[src/rtl/hazard_ctrl.sv]
`default_nettype none
// ============================================================================
// Module   : hazard_ctrl
// Brief    : Decode-stage forwarding select, load-use interlock and stall counter
//            tracking the EX/MEM/WB destination slots.
// Revision : 1.0 - initial release
// ============================================================================
module hazard_ctrl #(
    parameter int ADDR_SIZE = 5,
    parameter int CNT_W     = 16
) (
    input  logic                 clk,
    input  logic                 rst,
    input  logic                 D_valid,
    input  logic [ADDR_SIZE-1:0] D_ra,
    input  logic [ADDR_SIZE-1:0] D_rb,
    input  logic [ADDR_SIZE-1:0] D_rd,
    input  logic                 D_use_ra,
    input  logic                 D_use_rb,
    input  logic                 D_we,
    input  logic                 D_ld,
    input  logic                 mem_stall,
    input  logic                 EX_flush,
    output logic [1:0]           EX_D_bp,
    output logic [1:0]           MEM_D_bp,
    output logic [1:0]           WB_D_bp,
    output logic                 D_stall,
    output logic [CNT_W-1:0]     stall_cnt
);

    typedef struct packed {
        logic                 valid;
        logic                 we;
        logic [ADDR_SIZE-1:0] rd;
    } slot_t;

    slot_t            ex_q, mem_q, wb_q, ex_d;
    // The load flag only matters while the load occupies EX.
    logic             ex_ld_q, ex_ld_d;
    logic [CNT_W-1:0] stall_cnt_q;

    logic [1:0] w_use;
    logic [1:0] w_ex_hit, w_mem_hit, w_wb_hit;
    logic       w_live;
    logic       w_load_use;
    logic       w_stall;

    function automatic logic slot_hit(input slot_t s, input logic live,
                                      input logic [ADDR_SIZE-1:0] src);
        return live & s.valid & s.we & (s.rd != '0) & (s.rd == src);
    endfunction

    // Slots read as empty while reset is held.
    assign w_live = ~rst;
    assign w_use  = {D_use_ra, D_use_rb} & {2{D_valid}};

    assign w_ex_hit  = w_use & {slot_hit(ex_q,  w_live, D_ra), slot_hit(ex_q,  w_live, D_rb)};
    assign w_mem_hit = w_use & {slot_hit(mem_q, w_live, D_ra), slot_hit(mem_q, w_live, D_rb)};
    assign w_wb_hit  = w_use & {slot_hit(wb_q,  w_live, D_ra), slot_hit(wb_q,  w_live, D_rb)};

    assign EX_D_bp  = w_ex_hit & ~{2{ex_ld_q}};
    assign MEM_D_bp = w_mem_hit & ~w_ex_hit;
    assign WB_D_bp  = w_wb_hit & ~w_ex_hit & ~w_mem_hit;

    assign w_load_use = ex_ld_q & (|w_ex_hit);
    assign w_stall    = mem_stall | (w_load_use & ~EX_flush);
    assign D_stall    = w_stall;
    assign stall_cnt  = stall_cnt_q;

    always_comb begin
        ex_d    = '0;
        ex_ld_d = 1'b0;
        if (!(EX_flush || w_load_use || !D_valid)) begin
            ex_d.valid = 1'b1;
            ex_d.we    = D_we;
            ex_d.rd    = D_rd;
            ex_ld_d    = D_ld;
        end
    end

    always_ff @(posedge clk) begin
        if (rst) begin
            ex_q        <= '0;
            mem_q       <= '0;
            wb_q        <= '0;
            ex_ld_q     <= 1'b0;
            stall_cnt_q <= '0;
        end else begin
            if (!mem_stall) begin
                wb_q    <= mem_q;
                mem_q   <= ex_q;
                ex_q    <= ex_d;
                ex_ld_q <= ex_ld_d;
            end
            if (w_stall && (stall_cnt_q != {CNT_W{1'b1}}))
                stall_cnt_q <= stall_cnt_q + 1'b1;
        end
    end

endmodule
`default_nettype wire
[config.mk]
export PLATFORM = sky130hd
export DESIGN_NAME = hazard_ctrl
export DESIGN_NICKNAME = d
export VERILOG_FILES = /design/src/rtl/hazard_ctrl.sv
export SDC_FILE = /design/constraint.sdc
export NUM_CORES = 1
export LEC_CHECK = 0
export CAP_MARGIN = 10
export CORE_MARGIN = 2
export CORE_UTILIZATION = 40
export CTS_CLUSTER_SIZE = 30
export DETAILED_ROUTE_END_ITERATION = 8
export PLACE_DENSITY = 0.64
export SLEW_MARGIN = 25
export SYNTH_ARGS = -nofsm -noshare
export SYNTH_HDL_FRONTEND = slang
export SYNTH_SLANG_ARGS = --single-unit
export TNS_END_PERCENT = 50
[constraint.sdc]
create_clock -name clk -period 2.8 [get_ports clk]
set_input_delay 0.42 -clock clk [delete_from_list [all_inputs] [get_ports clk]]
set_output_delay 0.42 -clock clk [all_outputs]
set_load 0.01 [all_outputs]
==> key figures, run 1 <==
Status
  – Outcome: complete, no violations

Power and ir drop
  – PwrDens: 401 nW/um2
  – Power Total: 1280 uW
  – Maximum VDD drop: 0.271 mV
  – Leak: 0.00128 uW

Worst setup path
  – Critical path's slowest cell: clkdlybuf4s50_1
  – Critical-path cell list: clkdlybuf4s50_1 -> xor2_1 -> nor3_2 -> buf_4 -> o21ai_4 -> nand2_1 -> clkdlybuf4s50_1
  – CP Buf/Inv Count: 3
  – Slowest stage delay, CP: 0.53 ns
  – Cell mode on critical path: clkdlybuf4s50_1
  – WP data required: 2.38 ns
  – Critical path type: in2out
  – Critical Path Sink Type: output port
  – Crit start category: input pin
  – Worst endpoint data arrival time: 2.35 ns
  – CP Max Fanout: 10
  – Top delay family on crit path: buffers and inverters

Synth
  – Mapped cell area: 2320 um2
  – Synth Flop Type: dfxtp_1
  – Simple-Gate Fraction of Synth Area: 0.283
  – XOR/XNOR Fraction of Synth Area: 0.113
  – Synth warn: 0
  – Post-synthesis mux area share: 0.128
  – Compound-Gate Fraction of Synth Area: 0.117
  – Post-synth ARST share: 0
  – Main combinational cell family by area after synthesis: simple AND/OR/NAND/NOR gates
  – Synth unique cells: 43
  – Mapped Nets: 285
  – Post-Synth Adder-Cell Area: 0.00539
  – Seq cells post-synth: 38
  – Synth Area per Inst: 8.94 um2
  – Cells after synthesis: 260
  – Post-synthesis sequential area ratio: 0.327
  – Post-synth EDFFs: 0

Flow run
  – Max Cap Viol: 0

Floorplan
  – CORE AREA: 5570 um2
  – Initial Util: 0.417
  – Die X: 80.2 um
  – Die height: 80.2 um
  – IO Count: 47
  – Core Rows: 27
  – Die area: 6430 um2

Finish
  – Commonest non-fill, non-tap cell in the layout: clkdlybuf4s50_1
  – # diodes: 0
  – Post-Layout Inst Area: 3190 um2
  – Area grow syn2layout: 37.1%
  – Layout Cells excl Fill: 400
  – Final nets: 352
  – Most frequent cells in the layout: clkdlybuf4s50_1 (44), nor2_1 (37), dfxtp_1 (37)
  – Layout cells sized above 1: 0.180

Drt
  – Initial DRC Count: 100
  – Vias: 2127
  – Vias/cell: 5.32
  – Drt pass-1 iters: 4
  – DRC violations left: 0
  – Detailed Route WL: 6000 um
  – Routed WL per cell: 15.0 um
  – Number of antenna-violating nets in the routed design: 0

Place
  – Placed Cells incl. Taps: 392
  – Final HPWL DP: 4510 um
  – Port Buffers: 46
  – Gp weighted congestion: 0.814
  – DP Area: 3010 um2
  – Place WS: -0.0514 ns

STA
  – Post-route setup slack: 0.0253 ns
  – Max Slew Vio Count: 0
  – Minimum clock period: 2.77 ns
  – Fin. Hold Viols: 0
  – RSZ-0062 raised after global routing: true
  – Final period util: 0.991
  – Relative slew margins: 0.641
  – Clock skew: 0.00925 ns
  – Endpoints failing setup: 0
  – Fmax: 360 MHz
  – Worst-Margin Slew: 0.536 ns

Min path
  – Hold Path Class: reg2reg

Global routing
  – Global-route wire length before repair: 10000 um
  – Grt ovf: 0
  – Largest net degree at the start of global routing: 41
  – Initial antenna violation count: 0
  – GRT Util Overall: 0.201
  – Number of global-route vias before repair: 2019

CTS
  – Hold-fix buffers, CTS: 0
  – Clock Latency Late Sink: 0.30 ns
  – Clk sink count: 38
  – Num CTS Buffers: 5
  – Clock buffer depth: 2
  – Htree depth: 2
  – Post-CTS setup buffer count: 0
  – Clock root cell: clkbuf_8
  – CTS tree: built
  – Worst-path clk slew: 0.08 ns
[layout make-up]
type / count / area [um2]
clock inverter: 3 / 68.8
tap: 72 / 90.1
multi-input combinational: 208 / 1540
inverter: 4 / 15.0
clock buffer: 5 / 68.8
timing repair buffer: 70 / 646
fill: 528 / 2390
sequential: 38 / 762
[cell families after synthesis]
kind of cell / after synthesis
buffers and inverters: 14
AND/OR/NAND/NOR: 119
XOR/XNOR: 30
flip-flops: 38
AO/OA/AOI/OAI: 30
multiplexers: 28
adder cells (fa/ha/maj): 1
[repair_timing]
action	CTS	global route
resized for setup	3	7
pin swaps	0	2
setup endpoints to repair	4	7
[routing by layer]
layer,vias to the layer above,global-route usage,share of wire
met5,-,0,0
met4,0,0.0695,0.013
met3,7,0.0337,0.067
met2,65,0.313,0.46
met1,995,0.281,0.46
li1,1060,-,-
[worst reg2reg max path, delay by kind of cell (launching register included)]
family / cells / cell delay (ns)
AND/OR/NAND/NOR: 2 / 0.24
flip-flops: 1 / 0.46
AO/OA/AOI/OAI: 3 / 0.99
multiplexers: 1 / 0.39
buffers and inverters: 1 / 0.17
[power by group]
part | switching [uW] | internal, uW
Clock | 215 | 357
Combinational | 68.8 | 77.8
Sequential | 9.83 | 548
[worst paths after layout]
kind / startpoint / end / slack [ns] / cells past startpoint
max: D_rb[1] / D_stall / 0.03 / 7
min: ex_q[6]$_SDFFE_PP0N_ / ex_q[6]$_SDFFE_PP0N_ / 0.48 / 1
max reg2reg: ex_q[2]$_SDFFE_PP0N_ / stall_cnt[4]$_SDFFE_PP0P_ / 0.45 / 7
min reg2reg: ex_q[6]$_SDFFE_PP0N_ / ex_q[6]$_SDFFE_PP0N_ / 0.48 / 1
[through the flow]
step           utilization  setup TNS (ns)  hold WS (ns)
5_1_grt              0.571          -0.181         0.515
3_5_place_dp         0.540         -0.0824         0.471
6_report             0.571               0         0.484
3_3_place_gp         0.540         -0.0521         0.468
4_1_cts              0.568               0         0.491
2_1_floorplan            -               0         0.449
[Yosys cell counts, types with 2 or more instances]
| library cell | number | area [um2] |
|---|---|---|
| dfxtp_1 | 38 | 761 |
| nor2_1 | 38 | 143 |
| xnor2_1 | 19 | 166 |
| mux2i_1 | 15 | 150 |
| nor2b_1 | 14 | 87.6 |
| nand2_1 | 13 | 48.8 |
| nand3_1 | 11 | 55.1 |
| nand4_1 | 11 | 68.8 |
| xor2_1 | 11 | 96.3 |
| mux2_2 | 10 | 113 |
| nor3_1 | 8 | 40.0 |
| a22o_1 | 7 | 61.3 |
| clkbuf_1 | 6 | 22.5 |
| nor4_1 | 6 | 37.5 |
| a211oi_1 | 4 | 30.0 |
| a21oi_1 | 4 | 20.0 |
| inv_1 | 4 | 15.0 |
| and2_1 | 3 | 18.8 |
| mux2_1 | 3 | 33.8 |
| o21ai_0 | 3 | 15.0 |
| or4_1 | 3 | 22.5 |
| a2111oi_4 | 2 | 55.1 |
| a21o_1 | 2 | 15.0 |
| and4_1 | 2 | 17.5 |
| buf_1 | 2 | 7.51 |
| nand2b_1 | 2 | 12.5 |
| o2111ai_1 | 2 | 17.5 |
| o22ai_1 | 2 | 12.5 |
[sequential cells by signal (all words and copies together) (netlist names)]
name,flops
ex_ld_q,1
stall_cnt,16
ex_q,7
wb_q,7
mem_q,7
No activity file was read; power rests on OpenSTA's default activity.
==> run 2: changes to the inputs <==
--- a/config.mk
+++ b/config.mk
@@ -8,6 +8,7 @@
 export CAP_MARGIN = 10
 export CORE_MARGIN = 2
 export CORE_UTILIZATION = 40
+export CTS_BUF_LIST = sky130_fd_sc_hd__clkbuf_4 sky130_fd_sc_hd__clkbuf_8
 export CTS_CLUSTER_SIZE = 30
 export DETAILED_ROUTE_END_ITERATION = 8
 export PLACE_DENSITY = 0.64
==> results of run 2 <==
No change in the layout: final DEF, timing and power equal those of run 1.
